`config.mk`:
```
export PLATFORM = sky130hd
export DESIGN_NAME = weight_loader
export DESIGN_NICKNAME = d
export VERILOG_FILES = /design/src/rtl/weight_loader.sv
export SDC_FILE = /design/constraint.sdc
export NUM_CORES = 1
export LEC_CHECK = 0
export CAP_MARGIN = 15
export CORE_MARGIN = 1
export CORE_UTILIZATION = 50
export DETAILED_ROUTE_END_ITERATION = 10
export GPL_TIMING_DRIVEN = 0
export PLACE_DENSITY = 0.77
export SKIP_LAST_GASP = 1
export SYNTH_ARGS = -nofsm -noshare
export SYNTH_HDL_FRONTEND = slang
export SYNTH_SLANG_ARGS = --single-unit
```
`constraint.sdc`:
```
create_clock -name clk -period 3.4 [get_ports clk]
set_input_delay 0.68 -clock clk [delete_from_list [all_inputs] [get_ports clk]]
set_output_delay 0.68 -clock clk [all_outputs]
set_load 0.005 [all_outputs]
```
`src/rtl/weight_loader.sv`:
```
// ============================================================================
//  Module   : weight_loader
//  Purpose  : Fill stage for the PE weight buffer write port. Accepts a
//             (base address, word count) command, packs narrow stream beats
//             into buffer words and writes them to consecutive addresses.
//             Signals completion with a one-cycle done pulse.
//  Ports    : clk, rst              - clock, synchronous active-high reset
//             start, base_addr,     - command strobe / first address /
//             num_words               word count (0..2^ADDR_WIDTH)
//             busy, done            - status (busy in LOAD+DONE, done pulse)
//             s_valid/s_data/s_ready- incoming weight stream
//             we_a/addr_a/wdata_a   - buffer write port
//             checksum              - optional running beat sum
//  Options  : define WEIGHT_LOADER_CHECKSUM_EN to add the checksum output.
//  Revision : 1.0 - initial release
// ============================================================================
`default_nettype none

module weight_loader #(
    parameter int IN_WIDTH   = 32,
    parameter int DATA_WIDTH = 128,
    parameter int ADDR_WIDTH = 16
) (
    input  logic                  clk,
    input  logic                  rst,
    input  logic                  start,
    input  logic [ADDR_WIDTH-1:0] base_addr,
    input  logic [ADDR_WIDTH:0]   num_words,
    output logic                  busy,
    output logic                  done,
    input  logic                  s_valid,
    input  logic [IN_WIDTH-1:0]   s_data,
    output logic                  s_ready,
    output logic                  we_a,
    output logic [ADDR_WIDTH-1:0] addr_a,
    output logic [DATA_WIDTH-1:0] wdata_a
`ifdef WEIGHT_LOADER_CHECKSUM_EN
    ,
    output logic [31:0]           checksum
`endif
);

    localparam int BEATS  = DATA_WIDTH / IN_WIDTH;
    localparam int BEAT_W = (BEATS > 1) ? $clog2(BEATS) : 1;

    typedef enum logic [1:0] {
        ST_IDLE = 2'd0,
        ST_LOAD = 2'd1,
        ST_DONE = 2'd2
    } state_t;

    state_t                state_q, state_d;
    logic [ADDR_WIDTH-1:0] base_q;
    logic [ADDR_WIDTH:0]   num_q;
    logic [ADDR_WIDTH:0]   word_idx_q;
    logic [BEAT_W-1:0]     beat_q;
    logic [DATA_WIDTH-1:0] pack_q;
    logic                  we_q;
    logic [ADDR_WIDTH-1:0] addr_q;
    logic [DATA_WIDTH-1:0] wdata_q;

    logic                  w_start_acc;
    logic                  w_accept;
    logic                  w_last_beat;
    logic                  w_last_word;
    logic [DATA_WIDTH-1:0] w_word;

    // Acceptance uses the state directly so s_ready never depends on s_valid.
    assign w_start_acc = (state_q == ST_IDLE) && start;
    assign w_accept    = (state_q == ST_LOAD) && s_valid;
    assign w_last_beat = (beat_q == BEAT_W'(BEATS - 1));
    assign w_last_word = ((word_idx_q + 1'b1) == num_q);

    // Partial word with the current beat merged into its slot; on the last
    // beat this is the complete word handed to the write port.
    always_comb begin
        w_word = pack_q;
        w_word[int'(beat_q)*IN_WIDTH +: IN_WIDTH] = s_data;
    end

    always_ff @(posedge clk) begin
        if (rst) begin
            state_q <= ST_IDLE;
        end else begin
            state_q <= state_d;
        end
    end

    always_comb begin
        state_d = state_q;
        s_ready = 1'b0;
        busy    = 1'b0;
        done    = 1'b0;
        case (state_q)
            ST_IDLE: begin
                if (start) begin
                    state_d = (num_words == '0) ? ST_DONE : ST_LOAD;
                end
            end
            ST_LOAD: begin
                s_ready = 1'b1;
                busy    = 1'b1;
                if (w_accept && w_last_beat && w_last_word) begin
                    state_d = ST_DONE;
                end
            end
            ST_DONE: begin
                busy    = 1'b1;
                done    = 1'b1;
                state_d = ST_IDLE;
            end
            default: begin
                state_d = ST_IDLE;
            end
        endcase
    end

    always_ff @(posedge clk) begin
        if (rst) begin
            base_q     <= '0;
            num_q      <= '0;
            word_idx_q <= '0;
            beat_q     <= '0;
            pack_q     <= '0;
            we_q       <= 1'b0;
            addr_q     <= '0;
            wdata_q    <= '0;
        end else begin
            we_q <= 1'b0;
            if (w_start_acc) begin
                base_q     <= base_addr;
                num_q      <= num_words;
                word_idx_q <= '0;
                beat_q     <= '0;
            end
            if (w_accept) begin
                pack_q <= w_word;
                if (w_last_beat) begin
                    beat_q     <= '0;
                    we_q       <= 1'b1;
                    // Address arithmetic wraps modulo 2^ADDR_WIDTH.
                    addr_q     <= base_q + word_idx_q[ADDR_WIDTH-1:0];
                    wdata_q    <= w_word;
                    word_idx_q <= word_idx_q + 1'b1;
                end else begin
                    beat_q <= beat_q + 1'b1;
                end
            end
        end
    end

    assign we_a    = we_q;
    assign addr_a  = addr_q;
    assign wdata_a = wdata_q;

`ifdef WEIGHT_LOADER_CHECKSUM_EN
    logic [31:0] w_beat32;
    logic [31:0] checksum_q;

    if (IN_WIDTH >= 32) begin : g_cks_trunc
        assign w_beat32 = s_data[31:0];
    end else begin : g_cks_ext
        assign w_beat32 = {{(32-IN_WIDTH){1'b0}}, s_data};
    end

    always_ff @(posedge clk) begin
        if (rst) begin
            checksum_q <= '0;
        end else if (w_start_acc) begin
            checksum_q <= '0;
        end else if (w_accept) begin
            checksum_q <= checksum_q + w_beat32;
        end
    end

    assign checksum = checksum_q;
`endif

endmodule

`default_nettype wire

```
Yosys cells after proc, flatten, opt, wreduce, memory -nomap -nowiden
Index checks and enable logic that the tools add are counted.

Input bits: 69. Word-level logic and storage cells: 48. Bits in registers: 327. Output and inout bits: 148.

Equality and inequality tests: 6. Reductions and logical operators: 11. Multiplexer cells: 15. Shift operators: 2. Bitwise operators: 1. Add/sub/neg operators: 4.

Operator list (count): bitwise mux 128 bit (1); variable shift 32 x 33 -> 128 bit, first input constant (1); variable part select 32 x 33 -> 128 bit (1); two-way mux 17 bit (3); negation 7 -> 33 bit (1); adder 17 x 1 -> 17 bit, second input constant (1); == test 17 bit (1); logical NOT 17 bit (1); adder 16 bit (1); two-way mux 2 bit (6); == test 2 bit, second input constant (2); logical AND 1 bit (4); two-way mux 1 bit (4); one-hot mux 2 bit (2 select lines) (1); AND reduction 2 bit (2); OR reduction 2 bit (2); adder 2 x 1 -> 2 bit, second input constant (1); == test 2 x 1 -> 1 bit, second input constant (1); logical NOT 2 bit (1); != test 2 x 1 -> 1 bit, second input constant (1); != test 2 bit, second input constant (1); nonzero test 2 bit (1); NOT 1 bit (1).

Logic depth before layout (Yosys ltp)
Word-level depth: 6. Gate-level depth with buffers: 10. Depth with buffers taken out: 10.

Worst setup path before layout
Ideal clock, no wire load.

Path kind: reg-to-reg. Start: register word_idx_q[0]. End: register state_q[1]. Period minus slack after synthesis: 2.659 ns. Required time: 3.297 ns. Path buffers: 1. Setup time: 0.103 ns. Cell stages (with the launch flop): 10. Arrival: 2.555 ns. Setup slack: 0.741 ns. Cell sequence: dfxtp_1 > ha_1 > and3_1 > clkbuf_1 > nand3_2 > xnor2_1 > or4_4 > nor4_4 > nor3b_1 > a2111oi_2.

Cells in the longest elaborated chain, start to end: 5.

Ends and longest elaborated chain: start, declared (RTL line 55) `logic [ADDR_WIDTH:0] word_idx_q;`; start signal, assigned (RTL line 144) `word_idx_q <= word_idx_q + 1'b1;`; adder 17 x 1 -> 17 bit (RTL line 72) `assign w_last_word = ((word_idx_q + 1'b1) == num_q);`; == test 17 bit (RTL line 72); logical AND 1 bit (RTL line 103) `if (w_accept && w_last_beat && w_last_word) begin`; != test 2 x 1 -> 1 bit (no source line); AND reduction 2 bit (no source line); end signal, assigned (RTL line 85) `state_q <= state_d;`; end, declared (RTL line 52) `state_t state_q, state_d;`.

Every way passes these cells. A chain may end at the register's enable or synchronous reset.

Final worst setup path
Start: register beat_q[0]. End: register pack_q[119].

Cells in the longest elaborated chain, start to end: 3. Elaborated cells between the ends (all ways): 4. Classes of those cells: 1 x add/sub; 2 x shift; 1 x mux.

Ends and longest elaborated chain: start, declared (RTL line 56) `logic [BEAT_W-1:0] beat_q;`; start signal, assigned (RTL line 146) `beat_q <= beat_q + 1'b1;`; negation 7 -> 33 bit * (RTL line 78) `w_word[int'(beat_q)*IN_WIDTH +: IN_WIDTH] = s_data;`; variable part select 32 x 33 -> 128 bit or variable shift 32 x 33 -> 128 bit (tied branches) (RTL line 78); bitwise mux 128 bit * (RTL line 78); end signal, assigned (RTL line 137) `pack_q <= w_word;`; end, declared (RTL line 57) `logic [DATA_WIDTH-1:0] pack_q;`.

Mark *: on every way between the ends. The rest lies on a longest branch, timed or not.

==> summary.md <==
| Metric | Value |
|---|---|
| Status | completed |
| Top cell type's share of synthesized area | 47.08% |
| Worst-margin pin slew | 1265 ps |
| Critical R2R Capture | pack_q[119] |
| Async S/R FF share, synth | 0% |
| Critical register-to-register path startpoint | beat_q[0] |
| Final nets | 1983 |
| Avg Inst Size Synth | 8.498 sq um |
| Post-synth top flop | dfxtp_1 |
| Data arrival, critical path | 3680 ps |
| Peak supply drop | 0.3617 mV |
| Max-Cap Viols | 0 |
| I/O pin count | 217 |
| #FFs+latches synth | 327 |
| Final Hold Vio Count | 0 |
| Pins over their slew limit | 0 |
| Root buffer cell | clkbuf_16 |
| Syn_nets | 1731 |
| # fillers | 2276 |
| Clock Sinks | 327 |
| Final setup vio count | 0 |
| Die span in x | 168.8 microns |
| Diodes inserted | 0 |
| Post-Synthesis Cell Area | 0.01390 sq mm |
| Setup Buffers After CTS | 0 |
| Drt pass-1 iters | 6 |
| GRT Overall Usage | 30.61% |
| Vias in the first global route | 12900 |
| Critical path depth | 6 |
| CTS buffer count | 35 |
| Crit. End Element | flip-flop |
| Share of cells above drive strength 1 | 3.300% |
| Drt via density | 5.915 |
| RePlAce Congestion | 0.9478 |
| Row count | 60 |
| Power density over cell area | 495.2 mW/mm^2 |
| Finished Cell Area | 0.01759 sq mm |
| Crit-path slowest cell | nor4_1 |
| Post-synthesis cell type count | 60 |
| H-tree depth | 2 |
| EDFF count, synth | 0 |
| Routed len/inst | 19.56 microns |
| Setup crit start | beat_q[0] |
| Gr ovfl total | 0 |
| Post-Route WL | 44610 microns |
| R2R Setup Slk | 150 ps |
| Setup CP Type | reg -> reg |
| Area Overhead vs Synth | 26.49% |
| Setup TNS | 0 ps |
| Cell count after synthesis | 1636 |
| Design Power | 8.709 mW |
| Setup Skew | 12.53 ps |
| DP Wirelength | 32600 microns |
| Die Ht | 168.8 microns |
| Reg2Reg Depth | 6 |
| CP Data Required Time | 3820 ps |
| Min Tclk post-route | 3254 ps |
| Post-layout util | 64.89% |
| Crit path max fanout | 10 |
| Setup crit end | pack_q[119] |
| Leak Pwr | 5.812 nW |
| Dominant cell type by area after synthesis | dfxtp_1 |
| Worst relative slew slack | 14.92% |
| Remaining antenna violation count | 0 |
| Crit path launch type | flip-flop |
| CTS clk-pin slew, worst paths | 60 ps |
| Worst Path Buf+Inv | 2 |
| Yosys warns | 0 |
| Unrepaired setup endpoints after global routing | false |
| Initial drt markers | 1112 |
| Hold Path Class | reg -> reg |
| Crit-path leading delay family | simple AND/OR/NAND/NOR gates |
| # hold bufs at CTS | 0 |
| Clock latency on the worst-skew pair | 520 ps |
| Overall via count from detail_route | 13490 |
| Initial Utilization | 51.30% |
| Clock buffer depth | 3 |
| Initial antenna violation count | 0 |
| Crit-path cells | inv_1, ha_1, nor4_1, clkbuf_1, a22oi_1, a211oi_1 |
| Startpoint of the worst hold path | addr_a[0] |
| Post-route clock period utilization | 95.72% |
| Core Footprint | 0.02710 sq mm |
| Post-Layout Cell Count | 2281 |
| Sequential share of the synthesized area | 47.08% |
| Port bufs | 215 |
| Synth area leaders | dfxtp_1 47%, a211oi_1 14%, nor2_1 7.8% |
| Placed inst area | 0.01652 sq mm |
| Die ar. | 0.02848 sq mm |
| Post-route DRC | 0 |
| First-pass GRT wire length | 68950 microns |
| CTS tree | yes |
| Largest net degree at the start of global routing | 15 |
| Crit-path max cell delay | 1060 ps |
| Peak Freq | 307.3 MHz |
| Post-cts gate resize count | 0 |
| Placed Instances | 2223 |
## kinds of logic (layout without fill, tap and decap cells)
family,count (synthesis),in the layout,synth area share [%]
AOI/OAI and AO/OA,517,517,24.89
xor gates and xnor gates,29,29,1.827
adders and majority gates,26,26,2.394
buffers and inverters,152,425,4.149
DFF,327,327,47.08
muxes,2,2,0.1440
and+or+nand+nor,583,583,19.51
## tightest hold or removal path, delay by kind of cell, from the launching register on
family,cells,cell delay (ps)
AOI/OAI and AO/OA,1,50
and+or+nand+nor,1,50
DFF,1,300
## synth_stat cells (3+ instances only)
| cell type | count |
|---|---|
| dfxtp_1 | 327 |
| nor2_1 | 288 |
| a211oi_1 | 251 |
| a21oi_1 | 166 |
| clkbuf_1 | 123 |
| nand2_1 | 101 |
| nor2b_1 | 99 |
| a22oi_1 | 34 |
| ha_1 | 25 |
| nor3_1 | 19 |
| o21ai_0 | 17 |
| buf_1 | 16 |
| xnor2_1 | 16 |
| nand3_1 | 13 |
| nor4_1 | 13 |
| xor2_1 | 13 |
| inv_1 | 10 |
| nand4_1 | 8 |
| a221oi_1 | 7 |
| a21o_1 | 6 |
| a31oi_1 | 6 |
| and2_1 | 6 |
| and3_1 | 5 |
| nand2b_1 | 5 |
| nand3b_1 | 5 |
| a211o_1 | 4 |
| nand4b_1 | 4 |
| a311oi_1 | 3 |
| o2111ai_1 | 3 |
| o21a_1 | 3 |
## area by class of cell
| class | instances | area (sq um) | share of cell area, % |
|---|---|---|---|
| sequential | 327 | 6546 | 37.22 |
| clock buffer | 48 | 984.7 | 5.599 |
| buffer | 142 | 539.3 | 3.066 |
| tap | 372 | 465.4 | 2.647 |
| inverter | 10 | 37.54 | 0.2134 |
| clock inverter | 10 | 81.33 | 0.4624 |
| multi-input combinational | 1157 | 6780 | 38.55 |
| timing repair buffer | 215 | 2152 | 12.24 |
## layout by cell type (no fill, tap or decap), drive strengths merged, types with 3 or more instances in the layout
cell type      count
nand4              9
inv               11
nand3b             5
clkinv             7
a211oi           251
a22oi             34
a221oi             7
nand3             15
xor2              13
or4                3
a21o               6
a21oi            166
nand4b             4
nand2            101
and3               5
xnor2             16
nor2b             99
o21ai             17
ha                25
buf               19
dfxtp            327
and2               7
a31oi              6
clkbuf           171
clkdlybuf4s50    215
nand2b             5
o2111ai            3
nor3              19
nor2             288
a211o              4
o21a               3
a311oi             3
nor4              14
## where the power goes
part / total [mW] / switching, mW / internal (mW)
sequential: 4.08 / 0.0887 / 3.99
combinational: 1.00 / 0.632 / 0.373
clock: 3.63 / 1.53 / 2.10
## registers in the layout (all words and copies together), names as in the netlist
signal,cells
pack_q,128
wdata_a,128
base_q,16
num_q,17
we_a,1
addr_a,16
beat_q,2
state_q,2
word_idx_q,17
## per-layer routing
metal / part of all wire, % / wire (microns) / vias up / GRT usage (%)
li1: - / - / 6342 / -
met1: 43 / 19160 / 6452 / 40.10
met2: 46 / 20350 / 596 / 50.05
met3: 8.3 / 3718 / 101 / 5.635
met4: 3.1 / 1373 / 0 / 11.70
met5: 0 / 0 / - / 0
## worst min path at each step
stage,cells after the start,end
floorplan,2,base_q[0]
global placement,2,addr_a[3]
detailed placement,2,addr_a[4]
CTS,2,addr_a[4]
global route,2,addr_a[4]
finish,2,addr_a[0]
## through the flow
stage | hold WS, ps | setup slack (ps)
final | 450.9 | 145.5
after global routing | 472.1 | 7.394
after CTS | 454.9 | 220.0
after detailed placement | 447.4 | -166.1
after global placement | 439.0 | -101.1
after floorplan | 440.6 | 741.3
No activity file was read; power rests on OpenSTA's default activity.
